## src/rtl/dd_puf_reader_if.sv

```systemverilog
// Host-side byte interface of the dual-latch PUF reader.
// The host (master) requests a readout and accepts response bytes over a
// valid/ready handshake; the reader (slave) reports BUSY/DONE and drives bytes.
interface dd_puf_reader_if;
  logic       req;
  logic       busy;
  logic       done;
  logic [7:0] dout;
  logic       dout_valid;
  logic       dout_ready;

  modport master (
    output req,
    output dout_ready,
    input  busy,
    input  done,
    input  dout,
    input  dout_valid
  );

  modport slave (
    input  req,
    input  dout_ready,
    output busy,
    output done,
    output dout,
    output dout_valid
  );
endinterface

```

## src/rtl/dd_puf_reader.sv

```systemverilog
// Sequencer and readout engine for the 128-instance dual-latch PUF array.
// A request clears the array, lets it settle with START high, captures the
// synchronised 128-bit response and streams it out as 16 bytes, LSB byte first.
//
// Optional feature macro: DD_PUF_MAJORITY_EN
//   defined   : three evaluations per request, the streamed response is the
//               bitwise majority of the three captures.
//   undefined : a single evaluation, the capture is streamed directly.
module dd_puf_reader #(
  parameter int RESET_CYCLES  = 4,   // cycles PUF_RESET is held before evaluation (>= 1)
  parameter int SETTLE_CYCLES = 16   // cycles PUF_START is held before capture (>= 3)
) (
  input  logic           clk,
  input  logic           rst,
  dd_puf_reader_if.slave host,
  output logic           puf_reset_o,
  output logic           puf_start_o,
  input  logic [127:0]   puf_resp_i
);

  // Cycle counter covers the longer of the two timed phases.
  localparam int MAX_CYC = (RESET_CYCLES > SETTLE_CYCLES) ? RESET_CYCLES : SETTLE_CYCLES;
  localparam int CW      = $clog2(MAX_CYC + 1);

  localparam logic [CW-1:0] CLEAR_LAST  = CW'(RESET_CYCLES - 1);
  localparam logic [CW-1:0] SETTLE_LAST = CW'(SETTLE_CYCLES - 1);
  localparam logic [CW-1:0] CNT_ONE     = CW'(1);
  localparam logic [3:0]    LAST_BYTE   = 4'd15;

  typedef enum logic [2:0] {
    ST_IDLE    = 3'd0,
    ST_CLEAR   = 3'd1,
    ST_EVAL    = 3'd2,
    ST_CAPTURE = 3'd3,
    ST_SEND    = 3'd4
  } state_t;

  state_t         state_q;
  logic [CW-1:0]  cnt_q;
  logic [3:0]     byte_idx_q;
  logic [127:0]   resp_q;
  logic [127:0]   sync1_q;
  logic [127:0]   sync2_q;

  // Registered outputs
  logic           busy_q;
  logic           done_q;
  logic           puf_reset_q;
  logic           puf_start_q;
  logic [7:0]     dout_q;
  logic           dout_valid_q;

  // Value loaded into the output register on the final capture
  logic [127:0]   capture_d;
  logic [3:0]     next_idx_d;
  logic [7:0]     resp_bytes [16];

`ifdef DD_PUF_MAJORITY_EN
  logic [1:0]     eval_idx_q;
  logic [127:0]   e0_q;
  logic [127:0]   e1_q;
`endif

  // The response pins are asynchronous to clk: two-flop synchroniser, free-running.
  always_ff @(posedge clk or posedge rst) begin
    if (rst) begin
      sync1_q <= '0;
      sync2_q <= '0;
    end else begin
      sync1_q <= puf_resp_i;
      sync2_q <= sync1_q;
    end
  end

`ifdef DD_PUF_MAJORITY_EN
  // Bitwise 2-of-3 vote of the two stored evaluations and the live one.
  assign capture_d = (e0_q & e1_q) | (e1_q & sync2_q) | (e0_q & sync2_q);
`else
  assign capture_d = sync2_q;
`endif

  // Byte n of the captured response is bits 8n+7:8n.
  for (genvar gi = 0; gi < 16; gi++) begin : g_bytes
    assign resp_bytes[gi] = resp_q[8*gi +: 8];
  end

  assign next_idx_d = byte_idx_q + 4'd1;

  // Sequencer: phase timing, capture, byte streaming and all registered outputs.
  always_ff @(posedge clk or posedge rst) begin
    if (rst) begin
      state_q      <= ST_IDLE;
      cnt_q        <= '0;
      byte_idx_q   <= '0;
      resp_q       <= '0;
      busy_q       <= 1'b0;
      done_q       <= 1'b0;
      puf_reset_q  <= 1'b1;
      puf_start_q  <= 1'b0;
      dout_q       <= '0;
      dout_valid_q <= 1'b0;
`ifdef DD_PUF_MAJORITY_EN
      eval_idx_q   <= '0;
      e0_q         <= '0;
      e1_q         <= '0;
`endif
    end else begin
      done_q <= 1'b0;
      case (state_q)
        ST_IDLE: begin
          if (host.req) begin
            state_q <= ST_CLEAR;
            cnt_q   <= '0;
            busy_q  <= 1'b1;
`ifdef DD_PUF_MAJORITY_EN
            eval_idx_q <= '0;
`endif
          end
        end

        ST_CLEAR: begin
          if (cnt_q == CLEAR_LAST) begin
            state_q     <= ST_EVAL;
            cnt_q       <= '0;
            puf_reset_q <= 1'b0;
            puf_start_q <= 1'b1;
          end else begin
            cnt_q <= cnt_q + CNT_ONE;
          end
        end

        ST_EVAL: begin
          if (cnt_q == SETTLE_LAST) begin
            state_q <= ST_CAPTURE;
            cnt_q   <= '0;
          end else begin
            cnt_q <= cnt_q + CNT_ONE;
          end
        end

        ST_CAPTURE: begin
          // START/RESET flip back to the reset pattern in either branch.
          puf_reset_q <= 1'b1;
          puf_start_q <= 1'b0;
`ifdef DD_PUF_MAJORITY_EN
          if (eval_idx_q != 2'd2) begin
            if (eval_idx_q == 2'd0) begin
              e0_q <= sync2_q;
            end else begin
              e1_q <= sync2_q;
            end
            eval_idx_q <= eval_idx_q + 2'd1;
            state_q    <= ST_CLEAR;
          end else begin
            resp_q       <= capture_d;
            dout_q       <= capture_d[7:0];
            dout_valid_q <= 1'b1;
            byte_idx_q   <= '0;
            state_q      <= ST_SEND;
          end
`else
          resp_q       <= capture_d;
          dout_q       <= capture_d[7:0];
          dout_valid_q <= 1'b1;
          byte_idx_q   <= '0;
          state_q      <= ST_SEND;
`endif
        end

        ST_SEND: begin
          // A byte moves only on valid & ready; otherwise dout_q holds.
          if (dout_valid_q && host.dout_ready) begin
            if (byte_idx_q == LAST_BYTE) begin
              dout_valid_q <= 1'b0;
              done_q       <= 1'b1;
              busy_q       <= 1'b0;
              state_q      <= ST_IDLE;
            end else begin
              byte_idx_q <= next_idx_d;
              dout_q     <= resp_bytes[next_idx_d];
            end
          end
        end

        default: begin
          state_q      <= ST_IDLE;
          busy_q       <= 1'b0;
          puf_reset_q  <= 1'b1;
          puf_start_q  <= 1'b0;
          dout_valid_q <= 1'b0;
        end
      endcase
    end
  end

  assign host.busy       = busy_q;
  assign host.done       = done_q;
  assign host.dout       = dout_q;
  assign host.dout_valid = dout_valid_q;
  assign puf_reset_o     = puf_reset_q;
  assign puf_start_o     = puf_start_q;

endmodule

```

## src/flat_wrapper.sv

```systemverilog
// flat-port wrapper written by rule: the top's interface ports become plain ports
module dd_puf_reader_flat 
#(
  parameter int RESET_CYCLES  = 4,                                                       
  parameter int SETTLE_CYCLES = 16                                                    
)
  (clk, rst, puf_reset_o, puf_start_o, puf_resp_i, host_req, host_dout_ready, host_busy, host_done, host_dout, host_dout_valid);
  dd_puf_reader_if host_i ();
  input  logic clk;
  input  logic rst;
  output logic puf_reset_o;
  output logic puf_start_o;
  input  logic [127:0] puf_resp_i;
  input wire logic [$bits(host_i.req)-1:0] host_req;
  input wire logic [$bits(host_i.dout_ready)-1:0] host_dout_ready;
  output wire logic [$bits(host_i.busy)-1:0] host_busy;
  output wire logic [$bits(host_i.done)-1:0] host_done;
  output wire logic [$bits(host_i.dout)-1:0] host_dout;
  output wire logic [$bits(host_i.dout_valid)-1:0] host_dout_valid;
  assign host_i.req = host_req;
  assign host_i.dout_ready = host_dout_ready;
  assign host_busy = host_i.busy;
  assign host_done = host_i.done;
  assign host_dout = host_i.dout;
  assign host_dout_valid = host_i.dout_valid;
  dd_puf_reader #(.RESET_CYCLES(RESET_CYCLES), .SETTLE_CYCLES(SETTLE_CYCLES)) u_core (.clk(clk), .rst(rst), .host(host_i), .puf_reset_o(puf_reset_o), .puf_start_o(puf_start_o), .puf_resp_i(puf_resp_i));
endmodule
```

## config.mk

```make
export PLATFORM = sky130hd
export DESIGN_NAME = dd_puf_reader_flat
export DESIGN_NICKNAME = d
export VERILOG_FILES = /design/src/rtl/dd_puf_reader_if.sv /design/src/rtl/dd_puf_reader.sv /design/src/flat_wrapper.sv
export SDC_FILE = /design/constraint.sdc
export NUM_CORES = 1
export LEC_CHECK = 0
export BUFFER_PORTS_ARGS = -buffer_cell sky130_fd_sc_hd__clkbuf_2
export CAP_MARGIN = 15
export CORE_MARGIN = 5
export CORE_UTILIZATION = 30
export CTS_CLUSTER_SIZE = 24
export DETAILED_ROUTE_END_ITERATION = 8
export MAX_ROUTING_LAYER = met4
export PLACE_DENSITY_LB_ADDON = 0.08
export RECOVER_POWER = 100
export SLEW_MARGIN = 15
export SYNTH_ARGS = -nofsm -noshare
export SYNTH_HDL_FRONTEND = slang
export SYNTH_SLANG_ARGS = --single-unit
```

## constraint.sdc

```tcl
create_clock -name clk -period 24.4 [get_ports clk]
set_clock_uncertainty 0.05 [all_clocks]
set_input_delay 3.66 -clock clk [delete_from_list [all_inputs] [get_ports clk]]
set_output_delay 3.66 -clock clk [all_outputs]
set_load 0.1 [all_outputs]
```

Word level (Yosys, flattened, before mapping)
Cells that the tools add are included.
Storage, ports and cells
  bits in registers: 409
  bits in latches: 0
  RAM bits: 0
  ROM bits: 0
  output and inout bits: 13
  memories: 0
Cells by class
  add/sub/neg operators: 2
  $mul: 0
  divide/modulo/power cells: 0
  $lt $le $gt $ge: 1
  eq/ne operators: 13
  shift operators: 0
  multiplexer cells: 31
  bitwise operators: 4
  reductions and logical operators: 13
Operators with widths (number)
  binary-select mux 8 bit (select 4 bit): 1
  two-way mux 8 bit: 4
  one-hot mux 8 bit (2 select lines): 1
  two-way mux 3 bit: 5
  two-way mux 5 bit: 3
  one-hot mux 3 bit (5 select lines): 1
  one-hot mux 5 bit (3 select lines): 1
  OR reduction 3 bit: 3
  two-way mux 1 bit: 8
  two-way mux 4 bit: 2
  inequality test 2 x 1 -> 1 bit (second input constant): 4
  one-hot mux 4 bit (2 select lines): 1
  == test 3 x 2 -> 1 bit (second input constant): 2
  one-hot mux 1 bit (3 select lines): 2
  AND reduction 3 bit: 2
  adder 5 x 1 -> 5 bit (second input constant): 1
  == test 5 x 2 -> 1 bit (second input constant): 1
  == test 5 x 4 -> 1 bit (second input constant): 1
  greater-or-equal comparator 5 bit (second input constant): 1
  inverter 4 -> 5 bit: 1
  AND reduction 5 bit: 1
  adder 4 x 1 -> 4 bit (second input constant): 1
  == test 4 bit (second input constant): 1
  inequality test 2 bit (second input constant): 2
  other kinds (10): 14

Depth between registers and ports, before layout
Gate-level depths: netlist (run 1).
  word-level depth: 8
  depth in mapped cells: 8
  gate-level depth less buffers: 8

Least setup slack after synthesis (run 1)
OpenSTA, ideal clock, no wires.
  path type: register to output
  start point: register u_core.dout_valid_q, in the netlist u_core.host.dout_valid
  end point: output host_dout_valid
  arrival time: 0.936 ns
  required time: 20.690 ns
  path slack: 19.754 ns
  stages on the path, launching flop included: 1
  path buffers: 0
  cell sequence: dfrtp_1
RTL lines
  from (decl): line dd_puf_reader.sv:51  | logic dout_valid_q;
  from (signal assigned): line dd_puf_reader.sv:101  | dout_valid_q <= 1'b0;
  from (signal assigned): line dd_puf_reader.sv:164  | dout_valid_q <= 1'b1;
  from (signal assigned): line dd_puf_reader.sv:174  | dout_valid_q <= 1'b0;
  to (decl): line flat_wrapper.sv:19  | output wire logic [$bits(host_i.dout_valid)-1:0] host_dout_valid;
No word-level cell between the ends.

==> flow_metrics.tcl, run 1 <==
set metrics [dict create \
    chipHeight_um 222 \
    synth_top_area_share_pct 75.9 \
    arrival_ns 9.28 \
    synth_edf_count 0 \
    finalCritPeriodShare_pct 38.9 \
    irDropWorstVdd_v 0.0000649 \
    crit_fanout 118 \
    ys.flop_type "dfrtp_1" \
    areaGrowthSynthToFinish_pct 19.7 \
    drc 0 \
    ys.warnings.count 0 \
    p_leak_nw 7.65 \
    worst-setup-path-type "in -> async" \
    synthTopCellsByArea "dfrtp_1 (76%), nand2_1 (11%), mux4_2 (5.4%), mux2i_1 (1.2%), mux2_2 (0.67%)" \
    rsz0062_at_grt "false" \
    cp-start-kind "input pin" \
    finalMaxSlewViolations 388 \
    layout-drive-gt1-share_pct 19.1 \
    wl_per_cell_um 17.0 \
    max_freq_mhz 105 \
    cp_slowest_stage_delay_ns 2.75 \
    r2r_setup_slack_ns 18.71 \
    ctsResizeCount 0 \
    place_hpwl_um 18200 \
    synth_cell_types 44 \
    yosysTopAreaCell "dfrtp_1" \
    cap_violations 5 \
    slew_headroom_pct -236 \
    antennaDiodeCount 0 \
    coreArea_um2 44300 \
    cts_buffer_depth 3 \
    clockRootBuffer "clkbuf_16" \
    ant_nets 0 \
    wirelength_um 30100 \
    drt_iter0_drc 569 \
    final_cell_mix "dfrtp_1 (407), nand2_1 (395), clkbuf_2 (98), clkbuf_1 (60), clkbuf_16 (45)" \
    gp_congestion 0.704 \
    cts_inserted_buffers 45 \
    nets 1277 \
    port_buffers 144 \
    synth_fp_nets 1120 \
    worst_path_max_delay_cell "clkinvlp_2" \
    async_reset_ff_share_pct 100 \
    failed_checks "max-capacitance violations, max-slew violations" \
    rows 77 \
    vias 7395 \
    netlist_instances 984 \
    clkTransAtPathRegs_ns 0.06 \
    holdBufCountCts 0 \
    synth-seq-cells 409 \
    drt-vias-per-instance 4.19 \
    hp-class "reg -> reg" \
    avgSynthCellArea_um2 13.7 \
    dr.pass1.iters 4 \
    clock-sinks 409 \
    io_pins 145 \
    clock_latency_ns 0.57 \
    hold_violations 0 \
    seq_area_um2 10200 \
    grt_pass1_vias 8171 \
    critPathTopFamily "buffers and inverters" \
    period_minus_slack_ns 9.49 \
    start_util_pct 30.4 \
    p_per_area_nw_per_um2 119 \
    post-cts-setup-buffers 0 \
    multi_input_area_um2 2990 \
    grt_usage_pct 12.9 \
    htreeDepth 2 \
    setup_viol_count_final 0 \
    grt_pass1_wl_um 48600 \
    grt_max_degree 161 \
    cts_tree "done" \
    cp.required_ns 24.20 \
    setup_tns_ns 0 \
    total_power_mw 1.91 \
    crit_buf_inv 3 \
    worst_slew_pin_slew_ns 5.01 \
    layout_commonest_cell "dfrtp_1" \
    crit_path_end_kind "asynchronous set/reset pin" \
    syn_area_um2 13500 \
    outcome "finished with violations" \
    nFillCells 4459 \
    antenna_found_initial 0 \
    globalRouteOverflowTotal 0 \
    die_area_um2 49200 \
    dieWidth_um 222 \
    cp_cell_sequence "clkbuf_2 -> clkinvlp_2 -> clkbuf_1" \
    synth_seq_area_share_pct 76.1 \
]
[logic make-up (layout without fill, tap and decap cells)]
family | after synthesis | count (layout) | synth area share (%)
adders and majority gates | 5 | 5 | 0.446
muxes | 56 | 56 | 7.22
xor gates and xnor gates | 3 | 3 | 0.474
buffers and inverters | 51 | 241 | 1.74
DFF | 409 | 409 | 76.1
AOI/OAI and AO/OA | 39 | 39 | 1.89
and+or+nand+nor | 421 | 421 | 12.2
[metal layers]
| layer | GRT usage [%] | vias to the layer above | wire length [um] |
|---|---|---|---|
| met5 | - | - | 0 |
| met3 | 2.58 | 57 | 1360 |
| li1 | - | 3473 | - |
| met2 | 19.0 | 150 | 13600 |
| met1 | 18.3 | 3715 | 14400 |
| met4 | 4.16 | 0 | 720 |
[layout make-up]
class	count	area share, %
inverters	9	0.218
flip-flops and latches	409	63.6
well taps	592	4.60
repair buffers	152	4.47
multi-input cells	524	18.5
clock buffers	63	7.91
clock inverters	17	0.707
[synthesized netlist by cell type, types with 6 or more instances]
| library cell | number |
|---|---|
| inv_1 | 9 |
| a22oi_1 | 7 |
| o21ai_0 | 8 |
| nand3_1 | 7 |
| dfrtp_1 | 408 |
| mux2i_1 | 16 |
| buf_1 | 8 |
| mux2_2 | 8 |
| clkbuf_1 | 23 |
| o21ai_1 | 6 |
| nand2_1 | 395 |
| mux4_2 | 32 |
[stage by stage]
step	setup slack, ns	cell area, um^2	util, %	instances	hold WS [ns]
3_3_place_gp	19.00	14800	33.4	1686	0.282
6_report	14.91	16100	36.3	1766	0.290
5_1_grt	13.11	16100	36.3	1766	0.299
2_1_floorplan	9.31	13500	-	984	0.281
3_5_place_dp	19.01	14800	33.4	1686	0.285
4_1_cts	19.10	16200	36.6	1766	0.290
[power breakdown]
group / total (mW) / internal [mW] / switching [mW]
sequential: 0.876 / 0.804 / 0.0724
clock: 0.634 / 0.365 / 0.269
combinational: 0.402 / 0.144 / 0.258
total: 1.91 / 1.31 / 0.600
[worst paths after layout]
check / cells after the start / startpoint / end
worst min-delay path: 0 / u_core.sync1_q[109] / u_core.capture_d[109]
worst min register to register: 0 / u_core.sync1_q[109] / u_core.capture_d[109]
worst max register to register: 5 / u_core.state_q[2] / u_core.host.dout[7]
worst max-delay path: 3 / rst / u_core.resp_q[27]
min in group asynchronous: 2 / rst / u_core.sync1_q[40]
max in group clk: 5 / u_core.state_q[2] / u_core.host.dout[7]
[state kept, by name, indices dropped and copies added, names as in the netlist]
signal                  count
u_core.sync1_q            128
u_core.host.dout_valid      1
u_core.resp_q             128
u_core.state_q              3
u_core.capture_d          128
u_core.host.dout            8
u_core.puf_start_o          1
u_core.puf_reset_o          1
u_core.cnt_q                5
u_core.host.busy            1
u_core.host.done            1
u_core.byte_idx_q           4
No activity file was read; power rests on OpenSTA's default activity.
==> run 2, diff against run 1 <==
Clock period 24.4 ns to 8.3 ns, I/O delays scaled along.
==> run 2 against run 1 <==
Sequential share of layout area is 0.82 points lower; the flow still finishes with violations (max-capacitance violations, max-slew violations); largest power group unchanged; count of clock-buffer cells in the layout up 5; setup slack lost 12 ns; flip-flop and latch count is the same; global-route usage grew 0.59 points; first-iteration DRC count fell by 20%; clock power grew to 3.3 times the previous value; core utilization up 0.47 points; worst hold slack better by 0.0051 ns; final area rose by 1.3%; combinational power grew to 2.8 times the previous value; wire length increased by 5.1%.
==> flow_metrics.tcl, run 2 (synthesized netlist as in run 1, its figures left out) <==
set metrics [dict create \
    outcome "finished with violations" \
    failed_checks "max-capacitance violations, max-slew violations" \
    path_depth 6 \
    cts_buffer_depth 3 \
    clock_latency_ns 0.57 \
    reg2reg_to "u_core.host.dout[7]" \
    nFillCells 4393 \
    start_util_pct 30.4 \
    irDropWorstVdd_v 0.000185 \
    crit_fanout 36 \
    drc 0 \
    critPathTopFamily "buffers and inverters" \
    p_leak_nw 7.74 \
    holdWs_ns 0.295 \
    drt_iter0_drc 455 \
    nets 1277 \
    seq_power_share_pct 44.8 \
    clockRootBuffer "clkbuf_16" \
    setup_tns_ns 0 \
    clkTransAtPathRegs_ns 0.06 \
    cts_tree "done" \
    io_pins 145 \
    areaGrowthSynthToFinish_pct 21.3 \
    worst_slew_pin_slew_ns 2.87 \
    crit_buf_inv 1 \
    finalCritPeriodShare_pct 60.1 \
    gp_congestion 0.741 \
    grt_usage_pct 13.5 \
    wirelength_um 31600 \
    post-cts-setup-buffers 0 \
    combPwrFrac_pct 19.3 \
    worst_path_max_delay_cell "clkbuf_1" \
    cts_inserted_buffers 46 \
    hp-start "u_core.sync1_q[42]" \
    drt-vias-per-instance 4.23 \
    hp-class "reg -> reg" \
    hold_violations 0 \
    die_area_um2 49200 \
    antenna_found_initial 0 \
    ctsResizeCount 0 \
    port_buffers 144 \
    crit_path_end_kind "register" \
    setup_ws_ns 3.32 \
    reg2reg_from "u_core.byte_idx_q[0]" \
    clock-sinks 409 \
    layout_commonest_cell "dfrtp_1" \
    ant_nets 0 \
    htreeDepth 2 \
    vias 7489 \
    p_switching_mw 1.80 \
    antennaDiodeCount 0 \
    setup_viol_count_final 0 \
    cp_slowest_stage_delay_ns 2.01 \
    min_to "u_core.capture_d[42]" \
    cp.required_ns 8.72 \
    layout-drive-gt1-share_pct 19.1 \
    slew_headroom_pct -91.3 \
    globalRouteOverflowTotal 0 \
    arrival_ns 5.41 \
    worst-setup-path-type "reg -> reg" \
    r2r_setup_slack_ns 3.32 \
    worst-r2r-cell-count 6 \
    chipHeight_um 222 \
    rows 77 \
    holdBufCountCts 0 \
    rsz0062_at_grt "false" \
    period_minus_slack_ns 4.98 \
    cp-start-kind "register" \
    dieWidth_um 222 \
    p_sw_share_pct 30.6 \
    dr.pass1.iters 6 \
    grt_pass1_vias 8352 \
    pwr-share-clk_pct 35.9 \
    grt_max_degree 191 \
    hold_depth 0 \
    internal-power_mw 4.08 \
    final_cell_mix "dfrtp_1 (407), nand2_1 (395), clkbuf_2 (94), clkbuf_1 (60), clkbuf_16 (46)" \
    max_freq_mhz 201 \
    finalMaxSlewViolations 102 \
    wl_per_cell_um 17.9 \
    coreArea_um2 44300 \
    total_power_mw 5.87 \
    p_per_area_nw_per_um2 360 \
    grt_pass1_wl_um 50900 \
    place_hpwl_um 20000 \
    cp_cell_sequence "clkbuf_1 -> ha_1 -> mux4_2 -> mux2i_1 -> or3_1 -> a41oi_1" \
    pre_cts_ws_ns 4.89 \
    cap_violations 2 \
]
==> run 2: cell count changes in the layout (fill, tap and decap cells not counted), moves of 4 or more <==
| cell | before | now |
|---|---|---|
| bufinv_16 | 0 | 5 |
| clkbuf_8 | 8 | 13 |
| clkinv_2 | 13 | 7 |
| clkbuf_2 | 98 | 94 |
==> run 2: cell type report <==
class	count	area (um^2)	share of cell area (%)
repair buffers	151	732	4.49
flip-flops and latches	409	10200	62.7
well taps	592	741	4.54
clock buffers	68	1360	8.36
multi-input cells	524	2970	18.2
inverters	9	35.0	0.215
clock inverters	17	235	1.44
==> run 2: per-layer routing <==
metal | track usage (%) | wire, um | up-vias
met5 | - | 0 | -
met4 | 3.92 | 720 | 0
met3 | 2.98 | 1350 | 59
met2 | 19.3 | 13900 | 158
met1 | 19.6 | 15600 | 3787
li1 | - | - | 3485
==> run 2: worst max path at each step <==
stage	start	slack (ns)	to
floorplan	rst	1.49	u_core.byte_idx_q[0]
global placement	rst	4.92	u_core.sync1_q[21]
detailed placement	rst	4.89	u_core.sync1_q[5]
CTS	u_core.byte_idx_q[0]	5.25	u_core.host.dout[2]
global route	u_core.byte_idx_q[0]	2.76	u_core.host.dout[2]
finish	u_core.byte_idx_q[0]	3.32	u_core.host.dout[7]
==> run 2: worst register-to-register path, stage by stage, from the launching register on <==
cell and delay, ns:
dfrtp_2 0.33, clkbuf_1 2.01, ha_1 1.38, mux4_2 0.45, mux2i_1 0.09, or3_1 0.33, a41oi_1 0.24
==> run 2: metrics by stage <==
| stage | util, % | std cells | instance area, um^2 |
|---|---|---|---|
| 4_1_cts | 37.0 | 1770 | 16400 |
| 3_3_place_gp | 33.4 | 1685 | 14800 |
| 5_1_grt | 36.8 | 1770 | 16300 |
| 2_1_floorplan | - | 984 | 13500 |
| 3_5_place_dp | 33.4 | 1685 | 14800 |
| 6_report | 36.8 | 1770 | 16300 |
==> run 2: power groups by stage <==
stage                     Sequential [mW]  Combinational (mW)  Clock, mW
after global routing                 2.67                1.29       2.28
after detailed placement             2.67                1.17          0
after floorplan                      2.70               0.753          0
after CTS                            2.64                1.17       2.19
final                                2.63                1.13       2.11
after global placement               2.69                1.15          0
==> run 3, diff against run 2 <==
Clock period 8.3 ns to 4.1 ns, I/O delays scaled along.
==> run 3 against run 2 <==
The run still ends with max-capacitance violations, max-slew violations left; first-iteration DRC count is 1.1% lower; final area fell by 0.44%; count of clock-buffer cells in the layout shrank 7; register-to-register slack got worse by 2.1 ns; via count decreased by 0.87%; die area stayed put; non-clock buffer count rose by 6.
==> flow_metrics.tcl, run 3 (synthesized netlist as in run 1, its figures left out) <==
set metrics [dict create \
    outcome "finished with violations" \
    failed_checks "max-capacitance violations, max-slew violations" \
    crit_buf_inv 1 \
    setup_tns_ns 0 \
    slew_headroom_pct -26.5 \
    dp_cells 1691 \
    grt_pass1_vias 8405 \
    cp-start-kind "register" \
    drc 0 \
    antenna_found_initial 0 \
    die_area_um2 49200 \
    holdWs_ns 0.105 \
    dr.pass1.iters 4 \
    chipHeight_um 222 \
    globalRouteOverflowTotal 0 \
    worst_path_max_delay_cell "clkbuf_2" \
    cts_tree "done" \
    arrival_ns 3.33 \
    p_per_area_nw_per_um2 711 \
    pre_cts_ws_ns 1.52 \
    internal-power_mw 7.97 \
    htreeDepth 2 \
    worst-setup-path-type "reg -> reg" \
    seq_power_share_pct 45.5 \
    hold_violations 0 \
    cts_inserted_buffers 45 \
    coreArea_um2 44300 \
    clockRootBuffer "clkbuf_16" \
    cp_cell_sequence "clkbuf_2 -> nand3_1 -> xnor2_4 -> mux2_2 -> o21ai_0" \
    period_minus_slack_ns 2.91 \
    max_freq_mhz 344 \
    wirelength_um 31100 \
    clock_latency_ns 0.56 \
    place_hpwl_um 20100 \
    cts_buffer_depth 3 \
    grt_usage_pct 13.4 \
    cp_slowest_stage_delay_ns 1.01 \
    wl_per_cell_um 17.6 \
    ctsResizeCount 0 \
    cp.required_ns 4.52 \
    layout_commonest_cell "dfrtp_1" \
    antennaDiodeCount 0 \
    p_switching_mw 3.58 \
    grt_max_degree 98 \
    holdBufCountCts 0 \
    rows 77 \
    final_cell_mix "dfrtp_1 (407), nand2_1 (395), clkbuf_2 (106), clkbuf_1 (49), clkbuf_16 (45)" \
    port_buffers 144 \
    worst_slew_pin_slew_ns 1.89 \
    critPathTopFamily "buffers and inverters" \
    post-cts-setup-buffers 0 \
    ant_nets 0 \
    vias 7424 \
    grt_pass1_wl_um 50100 \
    clkTransAtPathRegs_ns 0.06 \
    finalMaxSlewViolations 37 \
    combPwrFrac_pct 20.4 \
    clock-sinks 409 \
    finalCritPeriodShare_pct 71.0 \
    gp_congestion 0.739 \
    dieWidth_um 222 \
    drt_iter0_drc 450 \
    nets 1282 \
    setup_ws_ns 1.19 \
    drt-vias-per-instance 4.20 \
    irDropWorstVdd_v 0.000365 \
    crit_fanout 35 \
    utilization_pct 36.7 \
    p_sw_share_pct 31.0 \
    crit_path_end_kind "register" \
    pwr-share-clk_pct 34.0 \
    start_util_pct 30.4 \
    hp-class "in -> reg" \
    final_cells 1767 \
    rsz0062_at_grt "false" \
    setup_viol_count_final 0 \
    cap_violations 2 \
    areaGrowthSynthToFinish_pct 20.7 \
    layout-drive-gt1-share_pct 20.2 \
    io_pins 145 \
    p_leak_nw 7.71 \
]
-- run 3: cell types whose count changed in the layout (fill, tap and decap cells not counted), moves of 2 or more --
cell	before	now
buf_12	2	4
bufinv_16	5	2
clkbuf_1	60	49
clkbuf_2	94	106
clkbuf_8	13	11
clkinv_2	7	5
clkinvlp_4	1	6
-- run 3: worst paths after layout --
kind,from,to,slack (ns),cells after the start
max,u_core.byte_idx_q[0],u_core.host.dout[6],1.19,5
min,puf_resp_i[108],u_core.sync1_q[108],0.10,1
max reg2reg,u_core.byte_idx_q[0],u_core.host.dout[6],1.19,5
min reg2reg,u_core.sync1_q[71],u_core.capture_d[71],0.29,0
max in group asynchronous,rst,u_core.capture_d[53],1.45,3
min in group asynchronous,rst,u_core.sync1_q[106],0.46,2
-- run 3: per-stage QoR --
stage          cell area, um^2  power (mW)
5_1_grt                  16200        12.3
6_report                 16200        11.6
2_1_floorplan            13500        6.99
3_5_place_dp             14900        7.79
3_3_place_gp             14900        7.78
4_1_cts                  16300        11.8
-- run 3: area by class of cell --
cell class	count	area (um^2)
Clock buffer	61	1300
Clock inverter	15	148
Fill cell	4406	28100
Inverter	9	35.0
Multi-Input combinational cell	524	2990
Sequential cell	409	10200
Tap cell	592	741
Timing Repair Buffer	157	798
-- run 3: layer usage --
| metal | vias up | part of all wire (%) | routed length, um | track usage [%] |
|---|---|---|---|---|
| met5 | - | 0 | 0 | - |
| met4 | 0 | 2.3 | 700 | 4.49 |
| met3 | 47 | 3.8 | 1190 | 2.53 |
| met2 | 149 | 45 | 14100 | 19.8 |
| met1 | 3742 | 48 | 15100 | 18.7 |
| li1 | 3486 | - | - | - |
-- run 3: worst register-to-register path, delay by kind of cell (launching register included) --
kind / cells / cell delay (ns)
AOI/OAI and AO/OA: 1 / 0.14
xor gates and xnor gates: 1 / 0.48
buffers and inverters: 1 / 1.01
DFF: 1 / 0.36
muxes: 1 / 0.38
and+or+nand+nor: 1 / 0.40
-- run 3: power by group through the flow --
stage | clock, mW | combinational [mW] | sequential [mW]
after floorplan | 0 | 1.52 | 5.46
after global placement | 0 | 2.42 | 5.36
after detailed placement | 0 | 2.44 | 5.35
after CTS | 4.09 | 2.46 | 5.28
after global routing | 4.25 | 2.67 | 5.35
final | 3.93 | 2.36 | 5.26
